File: config.mk
export PLATFORM = sky130hd
export DESIGN_NAME = hbridge_pwm_generator
export DESIGN_NICKNAME = d
export VERILOG_FILES = /design/src/rtl/myo_pwm_pkg.sv /design/src/rtl/hbridge_pwm_generator_leg.sv /design/src/rtl/hbridge_pwm_generator.sv
export SDC_FILE = /design/constraint.sdc
export NUM_CORES = 1
export LEC_CHECK = 0
export BUFFER_PORTS_ARGS = -buffer_cell sky130_fd_sc_hd__buf_2
export CORE_UTILIZATION = 65
export DETAILED_ROUTE_END_ITERATION = 10
export HOLD_SLACK_MARGIN = 0.15
export PLACE_DENSITY = 0.86
export SYNTH_ARGS = -nofsm -noshare
export SYNTH_HDL_FRONTEND = slang
export SYNTH_HIERARCHICAL = 1
export SYNTH_SLANG_ARGS = --single-unit
File: constraint.sdc
create_clock -name clock -period 6.75 [get_ports clock]
set_clock_uncertainty 0.1 [all_clocks]
set_input_delay 1.35 -clock clock [delete_from_list [all_inputs] [get_ports clock]]
set_output_delay 1.35 -clock clock [all_outputs]
set_load 0.05 [all_outputs]
File: src/rtl/myo_pwm_pkg.sv
// Shared types and helpers for the H-bridge PWM generator.
// Holds the bridge state encoding, per-leg drive modes and the duty magnitude helper.
package myo_pwm_pkg;

    localparam int unsigned DUTY_W = 16;

    typedef enum logic [1:0] {
        ST_OFF,
        ST_FWD,
        ST_REV,
        ST_SWITCH
    } state_t;

    typedef enum logic [1:0] {
        LEG_OFF,
        LEG_LOW,
        LEG_MOD
    } leg_mode_t;

    // Magnitude of a signed 16-bit value; -32768 saturates to 32767.
    function automatic logic [DUTY_W-1:0] abs_sat16(input logic signed [15:0] value);
        if (value == 16'sh8000) begin
            return 16'h7fff;
        end else if (value[15]) begin
            return $unsigned(-value);
        end else begin
            return $unsigned(value);
        end
    endfunction

endpackage

File: src/rtl/hbridge_pwm_generator_leg.sv
// One half-bridge leg: registered high/low gate drives derived from the shared
// period counter, with dead-time inserted on both sides of the high pulse.
import myo_pwm_pkg::*;

module hbridge_leg #(
    parameter int unsigned DEADTIME = 25
) (
    input  logic              clock,
    input  logic              reset_n,
    input  logic [DUTY_W-1:0] counter,
    input  logic [DUTY_W-1:0] duty,
    input  leg_mode_t         mode,
    output logic              hi,
    output logic              lo
);

    localparam logic [DUTY_W:0] DT = (DUTY_W+1)'(DEADTIME);

    logic [DUTY_W:0] count_ext;
    logic [DUTY_W:0] lo_start;

    always_comb begin
        count_ext = {1'b0, counter};
        lo_start  = {1'b0, duty} + DT;
    end

    always_ff @(posedge clock or negedge reset_n) begin
        if (!reset_n) begin
            hi <= 1'b0;
            lo <= 1'b0;
        end else begin
            case (mode)
                LEG_LOW: begin
                    hi <= 1'b0;
                    lo <= 1'b1;
                end
                LEG_MOD: begin
                    if (duty == '0) begin
                        hi <= 1'b0;
                        lo <= 1'b1;
                    end else begin
                        // High and low windows are disjoint by DT, so hi&lo never overlap.
                        hi <= (count_ext >= DT) && (counter < duty);
                        lo <= (count_ext >= lo_start);
                    end
                end
                default: begin
                    hi <= 1'b0;
                    lo <= 1'b0;
                end
            endcase
        end
    end

endmodule

File: src/rtl/hbridge_pwm_generator.sv
// Sign-magnitude H-bridge PWM generator: samples the PID output on its valid strobe,
// applies it at period boundaries, and sequences direction reversals through an all-off period.
import myo_pwm_pkg::*;

module hbridge_pwm_generator #(
    parameter int unsigned PERIOD   = 2500,
    parameter int unsigned DEADTIME = 25
) (
    input  logic                     clock,
    input  logic                     reset_n,
    input  logic                     enable,
    input  logic signed [15:0]       pwm_ref,
    input  logic                     update_controller,
    output logic                     hi_a,
    output logic                     lo_a,
    output logic                     hi_b,
    output logic                     lo_b,
    output logic                     period_start,
    output logic                     direction,
    output logic [DUTY_W-1:0]        duty_active
);

    localparam logic [DUTY_W-1:0] LAST = DUTY_W'(PERIOD - 1);
    localparam logic [DUTY_W-1:0] DMAX = DUTY_W'(PERIOD - DEADTIME);
    localparam logic [DUTY_W-1:0] DT   = DUTY_W'(DEADTIME);

    logic [DUTY_W-1:0]  counter;
    logic               boundary;
    logic               update_prev;
    logic signed [15:0] pending;
    logic [DUTY_W-1:0]  mag;
    logic [DUTY_W-1:0]  clamped;
    logic [DUTY_W-1:0]  next_duty;
    logic               req_dir;
    state_t             state;
    leg_mode_t          mode_a;
    leg_mode_t          mode_b;

    always_ff @(posedge clock or negedge reset_n) begin
        if (!reset_n) begin
            counter      <= '0;
            period_start <= 1'b0;
        end else begin
            counter      <= boundary ? '0 : counter + 1'b1;
            period_start <= (counter == '0);
        end
    end

    always_ff @(posedge clock or negedge reset_n) begin
        if (!reset_n) begin
            update_prev <= 1'b0;
            pending     <= '0;
        end else begin
            update_prev <= update_controller;
            if (update_controller && !update_prev) begin
                pending <= pwm_ref;
            end
        end
    end

    always_comb begin
        boundary  = (counter == LAST);
        mag       = abs_sat16(pending);
        clamped   = (mag > DMAX) ? DMAX : mag;
        next_duty = (clamped <= DT) ? '0 : clamped;
        req_dir   = (pending == '0) ? direction : pending[15];
    end

    // Disable wins over the boundary; direction always tracks the request at a live boundary.
    always_ff @(posedge clock or negedge reset_n) begin
        if (!reset_n) begin
            state       <= ST_OFF;
            direction   <= 1'b0;
            duty_active <= '0;
        end else begin
            if (boundary) begin
                duty_active <= next_duty;
            end
            if (!enable) begin
                state <= ST_OFF;
            end else if (boundary) begin
                direction <= req_dir;
                case (state)
                    ST_OFF:    state <= req_dir ? ST_REV : ST_FWD;
                    ST_FWD:    state <= req_dir ? ST_SWITCH : ST_FWD;
                    ST_REV:    state <= req_dir ? ST_REV : ST_SWITCH;
                    ST_SWITCH: state <= req_dir ? ST_REV : ST_FWD;
                    default:   state <= ST_OFF;
                endcase
            end
        end
    end

    always_comb begin
        mode_a = LEG_OFF;
        mode_b = LEG_OFF;
        if (enable) begin
            case (state)
                ST_FWD: begin
                    mode_a = LEG_MOD;
                    mode_b = LEG_LOW;
                end
                ST_REV: begin
                    mode_a = LEG_LOW;
                    mode_b = LEG_MOD;
                end
                default: begin
                    mode_a = LEG_OFF;
                    mode_b = LEG_OFF;
                end
            endcase
        end
    end

    hbridge_leg #(.DEADTIME(DEADTIME)) u_leg_a (
        .clock   (clock),
        .reset_n (reset_n),
        .counter (counter),
        .duty    (duty_active),
        .mode    (mode_a),
        .hi      (hi_a),
        .lo      (lo_a)
    );

    hbridge_leg #(.DEADTIME(DEADTIME)) u_leg_b (
        .clock   (clock),
        .reset_n (reset_n),
        .counter (counter),
        .duty    (duty_active),
        .mode    (mode_b),
        .hi      (hi_b),
        .lo      (lo_b)
    );

endmodule

# Yosys cells after proc, flatten, opt, wreduce, memory -nomap -nowiden
# Cells that the tools add are included.
[totals] register_bits=57 in_bits=20 out_inout_bits=22 word_cells=60
[classes] addsub=3 magnitude_cmp=5 eq_ne=10 n_mux=22 n_reduce_logical=9
[ops] op="16-bit two-way mux" n=5
[ops] op="16-bit zero test" n=3
[ops] op="16-bit by 5-bit adder with 17-bit output, second input constant" n=1
[ops] op="16-bit by 17-bit >= comparator with 1-bit output" n=1
[ops] op="16-bit by 1-bit adder with 16-bit output, second input constant" n=1
[ops] op="16-bit by 12-bit == test with 1-bit output, second input constant" n=1
[ops] op="16-bit == test, second input constant" n=1
[ops] op="16-bit by 5-bit >= comparator with 1-bit output, second input constant" n=1
[ops] op="16-bit by 12-bit greater-than comparator with 1-bit output, second input constant" n=1
[ops] op="16-bit by 5-bit <= comparator with 1-bit output, second input constant" n=1
[ops] op="16-bit less-than comparator" n=1
[ops] op="16-bit negation" n=1
[ops] op="2-bit two-way mux" n=6
[ops] op="2-bit == test, second input constant" n=4
[ops] op="2-bit case mux with 2 select lines" n=2
[ops] op="2-bit by 1-bit == test with 1-bit output, second input constant" n=3
[ops] op="1-bit two-way mux" n=6
[ops] op="2-bit case mux with 3 select lines" n=1
[ops] op="1-bit case mux with 2 select lines" n=2
[ops] op="1-bit logical AND" n=2
[ops] op="2-bit zero test" n=1
[ops] op="2-bit by 1-bit inequality test with 1-bit output, second input constant" n=1
[ops] op="2-bit AND reduction" n=1
[ops] op="2-bit OR reduction" n=1
[ops] op="1-bit zero test" n=1

# Depth between registers and ports, before layout
# Gate-level depths: netlist of run 1.
[logic_depth] ltp_word=7 mapped_depth=12 depth_no_buf=11

# Cells and area by module
# The synthesis of run 1 kept the hierarchy.
[by_module_without_submodules] module="hbridge_pwm_generator" n_inst=1 cells_each=267 area_each_um2=2824.0 seq_area_each_um2=1326.3
[by_module_without_submodules] module="hbridge_leg at u_leg_b" n_inst=1 cells_each=153 area_each_um2=1183.6 seq_area_each_um2=50.0
[by_module_without_submodules] module="hbridge_leg at u_leg_a" n_inst=1 cells_each=151 area_each_um2=1178.6 seq_area_each_um2=50.0

# Least setup slack after synthesis of run 1
# OpenSTA, ideal clock, no wires.
[synth_timing] kind="register to register" from="reg duty_active[5]" to="reg u_leg_a.lo" setup_ns=0.078 arrival_time_ns=2.883 required_time_ns=6.572 setup_slack_ns=3.689 path_stages_with_launch=13 n_path_buf=1 period_less_slack_ns=3.061 cell_sequence="dfrtp_1 buf_4 and4_4 and3_4 and4_4 nand3_2 xnor2_1 ha_1 nand2_1 a2111oi_0 o31ai_1 o2111ai_1 o2bb2ai_1"
[synth_via] elab_chain_cells=4 word_cells_on_any_way=5 cone_classes="1 x add/sub; 1 x order compare; 2 x mux; 1 x reduce/logical"
[synth_lines] item="from (decl)" line_no="hbridge_pwm_generator.sv:20" rtl="output logic [DUTY_W-1:0] duty_active"
[synth_lines] item="from (signal assigned)" line_no="hbridge_pwm_generator.sv:77" rtl="duty_active <= next_duty;"
[synth_lines] item="16-bit by 5-bit adder with 17-bit output" line_no="hbridge_pwm_generator_leg.sv:24" rtl="lo_start = {1'b0, duty} + DT;"
[synth_lines] item="16-bit by 17-bit >= comparator with 1-bit output" line_no="hbridge_pwm_generator_leg.sv:44" rtl="lo <= (count_ext >= lo_start);"
[synth_lines] item="1-bit two-way mux *" line_no="hbridge_pwm_generator_leg.sv:38" rtl="if (duty == '0) begin"
[synth_lines] item="1-bit case mux with 2 select lines *" line_no="hbridge_pwm_generator_leg.sv:32" rtl="case (mode)"
[synth_lines] item="to (signal assigned)" line_no="hbridge_pwm_generator_leg.sv:44"
[synth_lines] item="to (decl)" line_no="hbridge_pwm_generator_leg.sv:14" rtl="output logic lo"
# Mark *: on every way between the ends. The rest lies on a longest branch, timed or not.
# A chain may end at the register's enable or synchronous reset.

# Worst setup path in the final report of run 1
# Ends and elaborated chain as after synthesis.

==> flow_summary.yaml, run 1 <==
run_status:
  run_status: "finished, final reports clean"
setup_path:
  critPathLaunchType: "register"
  reg2reg_to: "u_leg_a/lo"
  arrival_ns: 3.50
  critPathMaxFanout: 15
  r2r_cells: 11
  path_class: "reg2reg"
  timing.rr.start: "duty_active[5]"
  required_ns: 6.92
  r2r_slack_ns: 3.43
  cp-end-kind: "register"
placement:
  gp_congestion: 0.9993
  placed_cells: 701
  dp_slack_ns: 3.511
  place_hpwl_mm: 9.513
  port_buffers: 41
global_routing:
  grt_overflow: 0
  grt_start_max_net_pins: 58
  track_usage_pct: 32.95
  grt_pass1_wl_mm: 21.55
  antenna_found_initial: 0
  grt_pass1_vias: 4679
floorplanning:
  fp.dieArea_sq_um: 8340
  die_y_microns: 91.33
  die_x_microns: 91.33
  core.rowCount: 32
  floorplan.initialDensity_pct: 67.11
  io_pins: 42
  coreArea_sq_um: 7727
yosys:
  synth_edf_count: 0
  synth.distinct_cells: 70
  yosysWarningCount: 6
  synthFlopType: "dfrtp_1"
  synth-seq-area-share_pct: 27.50
  synth_area_leader_cell: "dfrtp_1"
  synthTopCellsByArea: "dfrtp_1 (28%), ha_1 (19%), xnor2_1 (7.4%)"
  synth_fp_nets: 670
  synth-seq-cells: 57
  async_flop_share_pct: 100.0
  yosys.area.top_type_share_pct: 27.50
  syn_inst: 571
  syn_area_sq_um: 5186
  avgSynthCellArea_sq_um: 9.083
cells_and_area:
  n_antenna_cell: 0
  num-fill-cells: 574
  nNetsFinal: 709
  layout-drive-gt1-share_pct: 14.80
  layout_common_cells: "ha_1 (79), dfrtp_1 (57), inv_1 (54)"
  area_growth_pct: 8.806
  layout_commonest_cell: "ha_1"
  finalNonFillerCells: 717
clock_network:
  worstSkewPairLatency_ns: 0.35
  cts_buffers: 9
  cts-root-buf: "clkbuf_8"
  htreeDepth: 3
  cts_tree: "yes"
  holdBufCountCts: 0
  clkSlewWorstSetupHoldPaths_ns: 0.07
  postCtsSetupBuffers: 0
  clk_path_buf_depth: 2
  clock-sinks: 57
  cts_resized: 0
min_path:
  holdPathEnd: "pending[14]"
  min_from: "pending[14]"
  holdPathStages: 1
  hold_class: "reg2reg"
sta:
  finalCritPeriodShare_pct: 49.23
  rsz0062_at_grt: "false"
  slew_headroom_pct: 46.41
  drv_slew: 0
  fmax_ghz: 0.3009
  finalCriticalPeriod_ns: 3.323
  finalSetupViolCount: 0
  setup_slack_ns: 3.427
  max_slew.worst_pin.slew_ns: 0.8038
  hold_viol_final: 0
  tns_ns: 0
power_and_ir_drop:
  cellPowerDensity_nw_per_um2: 145.6
  irDropWorstVdd_mv: 0.1262
  p_leak_nw: 2.506
routing:
  viasPerCell: 6.517
  routed_wl_mm: 13.07
  wl_per_cell_microns: 18.23
  remaining_drc_errors: 0
  drt_iter0_markers: 353
  num_vias: 4673
  ant_nets: 0
  firstDrtPassIters: 5
job:
  cap_violations: 0
worst max-delay path, cell delays in order (launching register included):
cell and delay [ns]:
dfrtp_1 0.70, and4_4 0.32, and3_4 0.21, and4_4 0.25, nand3_2 0.08, xnor2_1 0.16
ha_1 0.36, nand2_1 0.06, a2111oi_0 0.53, o31ai_1 0.17, o2111ai_1 0.16, o2bb2ai_1 0.15
stage by stage:
step / area, sq um / utilization (%) / total power [mW] / hold slack (ns)
6_report: 5643 / 73.02 / 0.8217 / 0.4649
5_1_grt: 5643 / 73.02 / 0.8534 / 0.4853
4_1_cts: 5643 / 73.02 / 0.8214 / 0.4657
3_5_place_dp: 5448 / 70.50 / 0.4992 / 0.4500
3_3_place_gp: 5448 / 70.50 / 0.4942 / 0.4294
2_1_floorplan: 5186 / - / 0.4722 / 0.4107
power by group:
group	internal, mW	leakage (nW)	switching, mW
clock	0.172	0.0929	0.154
combinational	0.0524	1.67	0.0601
sequential	0.355	0.746	0.0285
worst max path at each step:
| stage | from | end | cells after the start |
|---|---|---|---|
| after floorplan | duty_active[5] | u_leg_a/lo | 12 |
| after global placement | duty_active[5] | u_leg_a/lo | 11 |
| after detailed placement | duty_active[5] | u_leg_a/lo | 11 |
| after CTS | duty_active[5] | u_leg_a/lo | 11 |
| after global routing | duty_active[5] | u_leg_a/lo | 11 |
| final | duty_active[5] | u_leg_a/lo | 11 |
metal layers:
layer	share of wire [%]	GRT usage, %
met5	0	0
met4	4.7	19.84
met1	41	38.84
met3	6.2	5.528
met2	49	56.19
cell families after synthesis:
group	count (synthesis)	synth area share (%)
AND/OR/NAND/NOR	192	21.30
AO/OA/AOI/OAI	111	15.27
adder cells (fa/ha/maj)	79	19.06
buffers and inverters	69	5.573
flip-flops	57	27.50
XOR/XNOR	49	8.275
multiplexers	14	3.016
synthesized netlist by cell type (4+ instances only):
cell type	number
a211oi_1	4
a21o_1	6
a21oi_1	27
and2_1	10
and3_1	7
and4_1	4
buf_4	5
clkbuf_1	5
dfrtp_1	57
ha_1	79
inv_1	54
mux2_2	13
nand2_1	42
nand2b_1	4
nand3_1	17
nand4_1	21
nor2_1	24
nor2b_1	7
nor3_1	7
nor4_1	16
o211ai_1	5
o21ai_0	22
o22ai_1	4
or4_1	4
xnor2_1	44
xor2_1	5
sequential cells by signal, indices dropped and copies added (netlist names):
signal and flops:
u_leg_a/hi 1, direction 1, period_start 1, duty_active 16, u_leg_a/lo 1, pending 16
u_leg_b/lo 1, counter 16, u_leg_b/hi 1, update_prev 1, state 2
area by class of cell:
class / count / area, sq um / area share (%)
inverters: 54 / 202.7 / 3.592
clock inverters: 6 / 67.56 / 1.197
clock buffers: 10 / 127.6 / 2.262
flip-flops and latches: 57 / 1426 / 25.28
multi-input cells: 445 / 3471 / 61.51
repair buffers: 43 / 220.2 / 3.902
well taps: 102 / 127.6 / 2.262
Power figures use the tool's default switching activity.
==> inputs of run 2 (changes only) <==
--- a/config.mk
+++ b/config.mk
@@ -5,11 +5,12 @@
 export SDC_FILE = /design/constraint.sdc
 export NUM_CORES = 1
 export LEC_CHECK = 0
+export ABC_AREA = 1
 export BUFFER_PORTS_ARGS = -buffer_cell sky130_fd_sc_hd__buf_2
-export CORE_UTILIZATION = 65
+export CORE_UTILIZATION = 62
 export DETAILED_ROUTE_END_ITERATION = 10
 export HOLD_SLACK_MARGIN = 0.15
-export PLACE_DENSITY = 0.86
+export PLACE_DENSITY = 0.82
 export SYNTH_ARGS = -nofsm -noshare
 export SYNTH_HDL_FRONTEND = slang
 export SYNTH_HIERARCHICAL = 1
==> constraint.sdc (replaced) <==
create_clock -name clock -period 3.2 [get_ports clock]
set_clock_uncertainty 0.1 [all_clocks]
set_input_delay 0.64 -clock clock [delete_from_list [all_inputs] [get_ports clock]]
set_output_delay 0.64 -clock clock [all_outputs]
set_load 0.05 [all_outputs]
==> run 2 against run 1 <==
Net effect: register-to-register slack lost 3.2 ns; global-route usage down 2.0 points; core utilization shrank 2.1 points; fmax grew 11%; largest cell class unchanged; via count grew 15%; area after synthesis up 8.0%.
==> flow_summary.yaml, run 2 <==
floorplanning:
  fp.dieArea_sq_um: 9415
  core.rowCount: 34
  coreArea_sq_um: 8721
  floorplan.initialDensity_pct: 64.20
  io_pins: 42
  die_x_microns: 97.03
  die_y_microns: 97.03
power_and_ir_drop:
  irDropWorstVdd_mv: 0.2600
  power.share.clock_pct: 42.1
  switching_share_pct: 28.15
  p_int_mw: 1.296
  power.total_mw: 1.803
  p_leak_nw: 3.280
  pwr-share-seq_pct: 42.9
  p_comb_share_pct: 15.0
  switching_power_mw: 0.5076
  cellPowerDensity_nw_per_um2: 291.4
setup_path:
  arrival_ns: 3.17
  required_ns: 3.37
  critPathMaxFanout: 8
  critPathLaunchType: "register"
  path_class: "reg2reg"
  cp-end-kind: "register"
yosys:
  async_flop_share_pct: 100.0
  yosys.area.top_type_share_pct: 25.47
  synth_edf_count: 0
  synth_common_cells: "nand2_1 (146), inv_1 (120), ha_1 (79)"
  synth.distinct_cells: 45
  syn_inst: 772
  synthTopCellsByArea: "dfrtp_1 (25%), ha_1 (18%), nand2_1 (9.8%)"
  syn_area_sq_um: 5599
  synth-seq-cells: 57
  yosysMostFrequentCell: "nand2_1"
  synth-seq-area-share_pct: 25.47
  yosysWarningCount: 6
  synthFlopType: "dfrtp_1"
  synth_area_leader_cell: "dfrtp_1"
  avgSynthCellArea_sq_um: 7.253
  synth_fp_nets: 871
global_routing:
  grt_overflow: 0
  grt_pass1_vias: 5178
  antenna_found_initial: 0
  grt_start_max_net_pins: 32
  track_usage_pct: 31.00
  grt_pass1_wl_mm: 23.49
job:
  cap_violations: 0
clock_network:
  clk_path_buf_depth: 2
  worstSkewPairLatency_ns: 0.34
  postCtsSetupBuffers: 0
  cts_tree: "yes"
  cts-root-buf: "clkbuf_8"
  htreeDepth: 3
  clkSlewWorstSetupHoldPaths_ns: 0.07
  cts_buffers: 9
  clock-sinks: 57
sta:
  max_slew.worst_pin.slew_ns: 0.7209
  finalCriticalPeriod_ns: 3.002
  fmax_ghz: 0.3331
  rsz0062_at_grt: "false"
  drv_slew: 0
  slew_headroom_pct: 51.89
  finalSetupViolCount: 0
  finalCritPeriodShare_pct: 93.81
  tns_ns: 0
  hold_viol_final: 0
placement:
  place_hpwl_mm: 11.14
  port_buffers: 41
  gp_congestion: 0.9336
cells_and_area:
  n_antenna_cell: 0
  nNetsFinal: 924
  layout_common_cells: "nand2_1 (146), inv_1 (120), ha_1 (79)"
  num-fill-cells: 733
  layout-drive-gt1-share_pct: 14.46
  largestRegisters: "counter: 16 flops, duty_active: 16 flops, pending: 16 flops"
  layout_commonest_cell: "nand2_1"
  area_growth_pct: 10.50
routing:
  ant_nets: 0
  drt_iter0_markers: 207
  wl_per_cell_microns: 15.01
  routed_wl_mm: 14.08
  firstDrtPassIters: 4
  remaining_drc_errors: 0
  num_vias: 5371
  viasPerCell: 5.726
run_status:
  run_status: "finished, final reports clean"
min_path:
  hold_class: "in2reg"
## run 2: cell types whose count changed in the layout (fill, tap and decap cells not counted), moves of 11 or more
cell     before  now
nand2_1      42  146
inv_1        54  120
nor2_1       24   75
xnor2_1      44    4
a21oi_1      27   60
nand3_1      17   47
xor2_1        5   27
mux2_2       13    1
nor2_2        0   11
## run 2: through the flow
stage	setup slack, ns	hold WS (ns)	area [sq um]	util (%)	instances
after floorplan	0.2137	0.2444	5599	-	772
after global placement	0.3931	0.4111	5954	68.28	921
after detailed placement	0.2011	0.4244	5954	68.28	921
after CTS	0.1939	0.3076	6185	70.92	938
after global routing	0.007215	0.3107	6187	70.95	938
final	0.1980	0.3184	6187	70.95	938
## run 2: worst max-delay path, stage by stage, from the launching register on
cell and delay (ns):
dfrtp_1 0.50, nand3_2 0.15, nand2_2 0.10, nand3_2 0.09
nor2_2 0.11, nand2_2 0.08, nor3_4 0.18, nand3_2 0.12
nor3_2 0.16, xor2_1 0.10, ha_1 0.36, nand4_1 0.13
nor4_1 0.35, nand2_1 0.10, nand4_1 0.12, nand2_1 0.06
a21oi_1 0.12
## run 2: path summary, 6_finish.rpt
path                                         from  slack [ns]  cells after the start              to
worst max register to register     duty_active[1]        0.20                     16      u_leg_a/lo
worst max-delay path               duty_active[1]        0.20                     16      u_leg_a/lo
min in group asynchronous                 reset_n        0.59                      2      u_leg_a/lo
worst min-delay path            update_controller        0.32                      1     update_prev
max in group asynchronous                 reset_n        1.72                      3  duty_active[0]
worst min register to register        pending[13]        0.46                      2     pending[13]
## run 2: power by group through the flow
stage / Clock, mW / Sequential [mW] / Combinational [mW]
floorplan: 0 / 0.784 / 0.194
global placement: 0 / 0.785 / 0.259
detailed placement: 0 / 0.786 / 0.268
CTS: 0.769 / 0.773 / 0.271
global route: 0.797 / 0.777 / 0.308
finish: 0.759 / 0.773 / 0.271
## run 2: cell type report
type,instances,area (sq um),share of cell area (%)
clock inverter,5,78.83,1.274
clock buffer,11,141.4,2.285
tap,108,135.1,2.184
timing repair buffer,50,275.3,4.449
multi-input combinational,578,3630,58.67
inverter,129,498.0,8.049
sequential,57,1429,23.09
## run 2: cell families after synthesis
group	after synthesis	share of synthesized area, %
AO/OA/AOI/OAI	98	9.698
XOR/XNOR	31	4.849
adder cells (fa/ha/maj)	79	17.65
buffers and inverters	137	9.698
flip-flops	57	25.47
multiplexers	1	0.2011
AND/OR/NAND/NOR	369	32.42
## run 2: timing repair
action / CTS / global route
hold buffers: 1 / 0
resized for setup: 0 / 2
endpoints found under the hold margin: 9 / 0
setup endpoints to repair: 0 / 2
## run 2: metal layers
metal	vias to the layer above	track usage, %	part of all wire [%]
met1	2536	37.12	42
met5	-	0	0
li1	2663	-	-
met3	33	3.107	3.7
met4	0	15.61	3.9
met2	139	55.04	50
==> inputs of run 3 (changes only) <==
--- a/config.mk
+++ b/config.mk
@@ -11,6 +11,7 @@
 export DETAILED_ROUTE_END_ITERATION = 10
 export HOLD_SLACK_MARGIN = 0.15
 export PLACE_DENSITY = 0.82
+export RECOVER_POWER = 100
 export SYNTH_ARGS = -nofsm -noshare
 export SYNTH_HDL_FRONTEND = slang
 export SYNTH_HIERARCHICAL = 1
==> run 3 against run 2 <==
Net effect: clock power hardly changed; worst hold slack better by 0.0049 ns; die area stayed put; first-iteration DRC count is 18% higher; sequential cell count stayed put; final cell count stayed put; sequential share of layout area is 0.18 points higher; power is 0.22% lower; core utilization is 0.56 points lower; via count is 0.54% lower.
==> flow_summary.yaml, run 3 (synthesis results as in run 2) <==
run_status:
  run_status: "finished, final reports clean"
clock_network:
  clkSlewWorstSetupHoldPaths_ns: 0.07
  htreeDepth: 3
  cts_buffers: 9
  postCtsSetupBuffers: 0
  clock-sinks: 57
  clk_path_buf_depth: 2
  cts_tree: "yes"
  cts-root-buf: "clkbuf_8"
  worstSkewPairLatency_ns: 0.34
setup_path:
  cp_slowest_cell: "dfrtp_1"
  critPathMaxFanout: 8
  timing.rr.start: "duty_active[1]"
  required_ns: 3.37
  critPathBufInv: 0
  crit_chain: "nand3_2, nand2_2, nand3_2, nor2_2, nand2_2, nor3_4, nand3_2, nor3_2, xor2_1, ha_1, nand4_1, nor4_1, nand2_1, nand4_1, nand2_1, a21oi_1"
  critPathLaunchType: "register"
  cp-end-kind: "register"
  path_delay_family: "simple AND/OR/NAND/NOR gates"
  r2r_slack_ns: 0.19
  cpMostUsedCell: "nand3_2"
  r2r_cells: 16
  arrival_ns: 3.17
  path_class: "reg2reg"
  cpPeakStageDelay_ns: 0.51
  reg2reg_to: "u_leg_a/lo"
floorplanning:
  core.rowCount: 34
  floorplan.initialDensity_pct: 64.20
  die_x_microns: 97.03
  io_pins: 42
  fp.dieArea_sq_um: 9415
  die_y_microns: 97.03
  coreArea_sq_um: 8721
global_routing:
  antenna_found_initial: 0
  grt_pass1_vias: 5178
  track_usage_pct: 31.00
  grt_pass1_wl_mm: 23.49
  grt_overflow: 0
  grt_start_max_net_pins: 32
min_path:
  hold_class: "in2reg"
  holdPathStages: 1
  holdPathEnd: "update_prev"
  min_from: "update_controller"
sta:
  finalCriticalPeriod_ns: 3.008
  fmax_ghz: 0.3324
  setup_slack_ns: 0.1917
  hold_viol_final: 0
  finalSetupViolCount: 0
  slew_headroom_pct: 24.04
  finalCritPeriodShare_pct: 94.01
  drv_slew: 0
  max_slew.worst_pin.slew_ns: 1.139
  rsz0062_at_grt: "false"
  tns_ns: 0
cells_and_area:
  finalCoreUtilization_pct: 70.39
  nNetsFinal: 924
  layout-drive-gt1-share_pct: 11.20
  n_antenna_cell: 0
  layout_common_cells: "nand2_1 (146), inv_1 (120), ha_1 (79)"
  largestRegisters: "counter: 16 flops, duty_active: 16 flops, pending: 16 flops"
  area_growth_pct: 9.631
  layout_commonest_cell: "nand2_1"
placement:
  gp_congestion: 0.9336
  port_buffers: 41
  dp_slack_ns: 0.2011
  place_hpwl_mm: 11.14
routing:
  viasPerCell: 5.695
  remaining_drc_errors: 0
  ant_nets: 0
  num_vias: 5342
  routed_wl_mm: 14.09
  firstDrtPassIters: 5
  wl_per_cell_microns: 15.02
  drt_iter0_markers: 245
power_and_ir_drop:
  power.total_mw: 1.799
  cellPowerDensity_nw_per_um2: 293.1
  p_leak_nw: 3.170
  irDropWorstVdd_mv: 0.2601
job:
  cap_violations: 0
run 3: per-stage QoR:
stage / std cells / instance area [sq um] / hold slack, ns
after floorplan: 772 / 5599 / 0.2444
after global placement: 921 / 5954 / 0.4111
after detailed placement: 921 / 5954 / 0.4244
after CTS: 938 / 6185 / 0.3076
after global routing: 938 / 6138 / 0.3107
final: 938 / 6138 / 0.3234
run 3: final cells by class:
| class | count | area, sq um |
|---|---|---|
| fillers | 750 | 2582 |
| well taps | 108 | 135.1 |
| repair buffers | 50 | 232.7 |
| multi-input cells | 578 | 3623 |
| clock buffers | 11 | 141.4 |
| clock inverters | 5 | 78.83 |
| inverters | 129 | 498.0 |
| flip-flops and latches | 57 | 1429 |
run 3: power by group:
part           switching (mW)  total, mW  leakage (nW)  internal [mW]
clock                   0.298      0.757         0.113          0.459
sequential             0.0260      0.773         0.726          0.747
combinational           0.181      0.269          2.33         0.0881
total                   0.505       1.80          3.17           1.29
run 3: how the worst max path moves through the flow:
stage	startpoint	to	slack [ns]	cells past startpoint
2_1_floorplan	duty_active[2]	u_leg_a/lo	0.21	16
3_3_place_gp	duty_active[2]	u_leg_a/lo	0.39	16
3_5_place_dp	duty_active[2]	u_leg_a/lo	0.20	16
4_1_cts	duty_active[2]	u_leg_a/lo	0.19	16
5_1_grt	duty_active[8]	u_leg_b/lo	0.005	12
6_report	duty_active[1]	u_leg_a/lo	0.19	16
run 3: per-layer routing:
metal	up-vias	track usage, %	routed length, microns
met5	-	0	0
met4	0	15.61	533
met3	30	3.107	466
met2	136	55.04	7127
met1	2505	37.12	5962
li1	2671	-	-
run 3: repair_timing:
item / 4_1_cts / 5_1_grt
setup endpoints to repair: 0 / 2
endpoints found under the hold margin: 9 / 0
gates resized for setup: 0 / 2
hold buffers: 1 / 0
